===== config.mk =====
export PLATFORM = sky130hd
export DESIGN_NAME = conv_mac_engine
export DESIGN_NICKNAME = d
export VERILOG_FILES = /design/src/rtl/conv_mac_engine.sv
export SDC_FILE = /design/constraint.sdc
export NUM_CORES = 1
export LEC_CHECK = 0
export ABC_AREA = 1
export CORE_ASPECT_RATIO = 0.7
export CORE_MARGIN = 1
export CORE_UTILIZATION = 40
export DETAILED_ROUTE_END_ITERATION = 12
export GPL_ROUTABILITY_DRIVEN = 0
export GPL_TIMING_DRIVEN = 0
export PLACE_DENSITY_LB_ADDON = 0.2
export SYNTH_ARGS = -nofsm -noshare
export SYNTH_HDL_FRONTEND = slang
export SYNTH_SLANG_ARGS = --single-unit

===== constraint.sdc =====
create_clock -name clk -period 4.8 [get_ports clk]
set_clock_uncertainty 0.2 [all_clocks]
set_input_delay 0.96 -clock clk [delete_from_list [all_inputs] [get_ports clk]]
set_output_delay 0.96 -clock clk [all_outputs]
set_load 0.03 [all_outputs]

===== src/rtl/conv_mac_engine.sv =====
// conv_mac_engine
//
// Streaming multiply-accumulate engine for the convolution datapath.
// Each accepted beat multiplies an unsigned pixel by a signed kernel
// coefficient. TAPS consecutive products are summed into one signed window
// result, which is then offered on a valid/ready output port.
//
// Pipeline: P (product register) -> A (accumulator) -> R (result register).
// A full output register that is not being consumed stalls the whole pipe.
//
// Optional feature macro: CONV_CLAMP_EN
//   When defined, the value written to sum is clamped to [0, 2^PIX_W-1].
//   The accumulator is never clamped.
//
// Ports:
//   clk        rising-edge clock
//   rst        synchronous active-high reset
//   clr        synchronous abort of the partial window
//   a          unsigned pixel (PIX_W)
//   b          signed coefficient (COEF_W)
//   a_valid    input beat valid
//   a_ready    input beat accepted when a_valid && a_ready
//   sum        signed window result (ACC_W)
//   sum_valid  result valid
//   sum_ready  result consumed when sum_valid && sum_ready
//   tap_idx    index of the next tap to be accepted
module conv_mac_engine #(
  parameter int PIX_W  = 8,
  parameter int COEF_W = 4,
  parameter int TAPS   = 9,
  parameter int ACC_W  = 17,
  localparam int CNT_W = (TAPS > 1) ? $clog2(TAPS) : 1
) (
  input  logic                    clk,
  input  logic                    rst,
  input  logic                    clr,
  input  logic [PIX_W-1:0]        a,
  input  logic [COEF_W-1:0]       b,
  input  logic                    a_valid,
  output logic                    a_ready,
  output logic signed [ACC_W-1:0] sum,
  output logic                    sum_valid,
  input  logic                    sum_ready,
  output logic [CNT_W-1:0]        tap_idx
);

  localparam int PROD_W = PIX_W + COEF_W + 1;
  localparam logic [CNT_W-1:0] LAST_CNT = CNT_W'(TAPS - 1);

  logic [CNT_W-1:0]         tap_cnt;
  logic signed [PROD_W-1:0] a_s;
  logic signed [PROD_W-1:0] b_s;
  logic signed [PROD_W-1:0] prod;
  logic signed [ACC_W-1:0]  prod_ext;
  logic signed [ACC_W-1:0]  p_reg;
  logic                     p_valid;
  logic                     p_last;
  logic signed [ACC_W-1:0]  acc;
  logic signed [ACC_W-1:0]  acc_next;
  logic signed [ACC_W-1:0]  sum_next;
  logic                     stall;
  logic                     accept;
  logic                     complete;

  assign stall   = sum_valid && !sum_ready;
  assign a_ready = !stall && !clr;
  assign accept  = a_valid && a_ready;
  assign tap_idx = tap_cnt;

  // The pixel gets a zero sign bit so the product is a plain signed multiply.
  assign a_s  = {{(COEF_W + 1){1'b0}}, a};
  assign b_s  = {{(PIX_W + 1){b[COEF_W-1]}}, b};
  assign prod = a_s * b_s;

  generate
    if (ACC_W > PROD_W) begin : g_ext
      assign prod_ext = {{(ACC_W - PROD_W){prod[PROD_W-1]}}, prod};
    end else begin : g_trunc
      assign prod_ext = prod[ACC_W-1:0];
    end
  endgenerate

  assign acc_next = acc + p_reg;

  // A window completes when a valid last product sits in P and the pipe moves.
  assign complete = p_valid && p_last && !stall && !clr;

`ifdef CONV_CLAMP_EN
  localparam logic signed [ACC_W-1:0] PIX_MAX = ACC_W'((2 ** PIX_W) - 1);

  always_comb begin
    sum_next = acc_next;
    if (acc_next[ACC_W-1]) begin
      sum_next = '0;
    end else if (acc_next > PIX_MAX) begin
      sum_next = PIX_MAX;
    end
  end
`else
  assign sum_next = acc_next;
`endif

  // Tap counter: wraps after the last tap so back-to-back windows line up.
  always_ff @(posedge clk) begin
    if (rst || clr) begin
      tap_cnt <= '0;
    end else if (accept) begin
      tap_cnt <= (tap_cnt == LAST_CNT) ? '0 : tap_cnt + CNT_W'(1);
    end
  end

  // P stage: product plus flags; a bubble is loaded when no beat is accepted.
  always_ff @(posedge clk) begin
    if (rst) begin
      p_reg   <= '0;
      p_valid <= 1'b0;
      p_last  <= 1'b0;
    end else if (clr) begin
      p_valid <= 1'b0;
    end else if (!stall) begin
      p_reg   <= prod_ext;
      p_valid <= accept;
      p_last  <= (tap_cnt == LAST_CNT);
    end
  end

  // A stage: reload to zero on the last product so the next window starts clean.
  always_ff @(posedge clk) begin
    if (rst || clr) begin
      acc <= '0;
    end else if (!stall && p_valid) begin
      acc <= p_last ? '0 : acc_next;
    end
  end

  // R stage: a new result overrides the handshake clear in the same cycle.
  always_ff @(posedge clk) begin
    if (rst) begin
      sum       <= '0;
      sum_valid <= 1'b0;
    end else if (complete) begin
      sum       <= sum_next;
      sum_valid <= 1'b1;
    end else if (sum_valid && sum_ready) begin
      sum_valid <= 1'b0;
    end
  end

endmodule

==> results.sh <==
export IMPL_fin_cells=789
export IMPL_dpl_cell_count=781
export IMPL_wl_per_cell_um=12.4
export IMPL_postSynthRegisterBits=54
export IMPL_clkLatencyLatePin_ns=0.30
export IMPL_ys_warn_count=0
export IMPL_finalHoldViolCount=0
export IMPL_worst_pin_slew_ns=0.478
export IMPL_first_pass_iters=5
export IMPL_wl_met1_um=5340
export IMPL_drt_wl_total_um=9810
export IMPL_power_frac_clock_pct=35.5
export IMPL_drcViolationCount=0
export IMPL_max_freq_ghz=0.216
export IMPL_die_x_um=126
export IMPL_syn_area_per_cell_um2=6.97
export IMPL_status="complete, no violations"
export IMPL_synth_cells=613
export IMPL_p_switching_mw=0.391
export IMPL_synth_enable_flop_cells=0
export IMPL_p_leak_nw=2.64
export IMPL_grt_ovfl_total=0
export IMPL_rsz0062_at_grt="false"
export IMPL_vias_per_cell=4.82
export IMPL_highest_layer="met4"
export IMPL_p_sw_share_pct=31.9
export IMPL_grt_pass1_vias=3524
export IMPL_min_period_ns=4.62
export IMPL_grt_max_degree=19
export IMPL_start_util_pct=41.3
export IMPL_design_area_mm2=0.00498
export IMPL_tritoncts="built"
export IMPL_synthesis_nets=687
export IMPL_rows=31
export IMPL_maxSlewViolCount=0
export IMPL_n_antenna_cell=0
export IMPL_drive_gt1_share_pct=9.28
export IMPL_cts_buffers=5
export IMPL_nNetsFinal=730
export IMPL_crit_fanout=4
export IMPL_post_cts_buffers=0
export IMPL_worstSetupPathType="primary input to register"
export IMPL_fill_cells=1050
export IMPL_place_ws_ns=-0.572
export IMPL_ys_seq_area_share_pct=25.3
export IMPL_ir_drop_v=0.000118
export IMPL_coreArea_mm2=0.0104
export IMPL_grt_first_pass_wirelength_um=16600
export IMPL_required_ns=4.80
export IMPL_antenna_found_initial=0
export IMPL_clkSlewWorstSetupHoldPaths_ns=0.07
export IMPL_h_tree_depth=2
export IMPL_antenna_left=0
export IMPL_met2WireLength_um=3840
export IMPL_numClockSinks=54
export IMPL_netlist_area_mm2=0.00427
export IMPL_power_internal_mw=0.835
export IMPL_arrival_ns=4.62
export IMPL_synth_commonest_cells="174 x nand2_1, 114 x inv_1, 54 x dfxtp_1"
export IMPL_vias=3802
export IMPL_multi_input_area_mm2=0.00265
export IMPL_synth_ff_type="dfxtp_1"
export IMPL_synth_async_sr_flop_share_pct=0
export IMPL_p_comb_share_pct=25.6
export IMPL_synth_top_area_cell="dfxtp_1"
export IMPL_setup_worst_path_start_class="primary input"
export IMPL_yosysMostFrequentCell="nand2_1"
export IMPL_fin_crit_sh_pct=96.3
export IMPL_p_per_area_mw_per_mm2=247
export IMPL_clockRootBuffer="clkbuf_16"
export IMPL_hold_buffers=0
export IMPL_regArea_mm2=0.00108
export IMPL_pin_count=40
export IMPL_dpl_instance_area_mm2=0.00480
export IMPL_initialDrtViolationCount=162
export IMPL_netlist_area_leader_share_pct=25.3
export IMPL_dp_hpwl_um=7890
export IMPL_layout_setup_ws_ns=0.176
export IMPL_clk_path_buf_depth=2
export IMPL_p_seq_share_pct=38.9
export IMPL_fin_util_pct=48.0
export IMPL_grt_util_all_layers_pct=18.9
export IMPL_flow_area_growth_from_synthesis_pct=16.5
export IMPL_die_area_mm2=0.0111
export IMPL_wl_met3_um=543
export IMPL_hold_path_class="register to register"
export IMPL_finalSetupTns_ns=0
export IMPL_die_h_um=88.5
export IMPL_max_cap_violations=0
export IMPL_yosysUniqueCellTypes=39
export IMPL_setup_worst_path_end_class="register"
export IMPL_ys_top_cells_by_area="dfxtp_1 25%, nand2_1 15%, ha_1 13%"
export IMPL_setup_viol=0
export IMPL_relSlewSlack_pct=68.1
export IMPL_io_buffers=36
[metrics by stage]
step | hold slack, ns | power (mW)
2_1_floorplan | 0.247 | 0.718
3_3_place_gp | 0.254 | 0.797
3_5_place_dp | 0.261 | 0.801
4_1_cts | 0.272 | 1.24
5_1_grt | 0.291 | 1.31
6_report | 0.271 | 1.23
[final timing paths]
| kind | end | from | slack, ns | cells after the start |
|---|---|---|---|---|
| hold / removal | acc[5]$_SDFFE_PP0P_ | acc[5]$_SDFFE_PP0P_ | 0.27 | 2 |
| setup / recovery | p_reg[11]$_SDFFE_PP0P_ | a[0] | 0.18 | 15 |
| setup reg to reg | sum[13]$_SDFFE_PP0P_ | p_reg[12]$_SDFFE_PP0P_ | 2.64 | 11 |
| hold reg to reg | acc[5]$_SDFFE_PP0P_ | acc[5]$_SDFFE_PP0P_ | 0.27 | 2 |
[layout make-up]
class,instances,area share [%]
Tap cell,132,3.32
Buffer,14,1.81
Multi-Input combinational cell,424,53.2
Timing Repair Buffer,36,7.24
Clock inverter,3,0.981
Sequential cell,54,21.7
Clock buffer,5,2.51
Inverter,121,9.23
[layout by cell type (no fill, tap or decap), types with 5 or more instances in the layout]
master	Yosys	final
nand3_1	22	22
clkdlybuf4s50_1	0	35
o21ai_1	6	5
nand2_2	11	11
ha_1	43	43
buf_2	6	6
a21oi_1	37	37
clkbuf_16	0	5
inv_2	4	5
o21ai_0	21	21
o21a_1	8	8
nand3_2	6	6
dfxtp_1	54	54
o21bai_1	6	6
fa_1	14	14
inv_1	114	113
nand2_1	174	174
xor2_1	9	9
nor2_1	38	38
[power groups by stage]
stage | sequential [mW] | combinational (mW) | clock, mW
final | 0.477 | 0.314 | 0.435
after global routing | 0.480 | 0.364 | 0.464
after CTS | 0.478 | 0.316 | 0.442
after detailed placement | 0.488 | 0.313 | 0
after global placement | 0.488 | 0.308 | 0
after floorplan | 0.486 | 0.232 | 0
[cells by family (layout without fill, tap and decap cells)]
group                      Yosys count  after routing  synth area share [%]
and+or+nand+nor                    269            269                  28.6
buffers and inverters              135            179                  12.9
AOI/OAI and AO/OA                   85             85                  11.2
adders and majority gates           57             57                  19.2
DFF                                 54             54                  25.3
xor gates and xnor gates            13             13                  2.84
[what timing repair did]
action / CTS / global route
pin swaps: 0 / 1
resized for setup: 3 / 1
endpoints found under the setup margin: 3 / 2
gates cloned: 0 / 0
[critical path, cell delays in order]
cell and delay (ns):
clkdlybuf4s50_1 0.47, or2_2 0.34, fa_1 0.51, fa_1 0.54
inv_1 0.05, fa_1 0.51, ha_1 0.17, inv_1 0.05
fa_1 0.41, o21ai_2 0.20, nand2_1 0.11, nand3_1 0.09
nand2_1 0.05, o21ai_1 0.11, inv_1 0.04
[routing by layer]
layer  vias to the layer above  global-route usage (%)
li1                       1987                       -
met2                        68                    28.0
met3                         9                    2.78
met1                      1738                    28.4
met5                         -                       0
met4                         0                    5.10
Note: power is estimated with default switching activity, not from simulation.
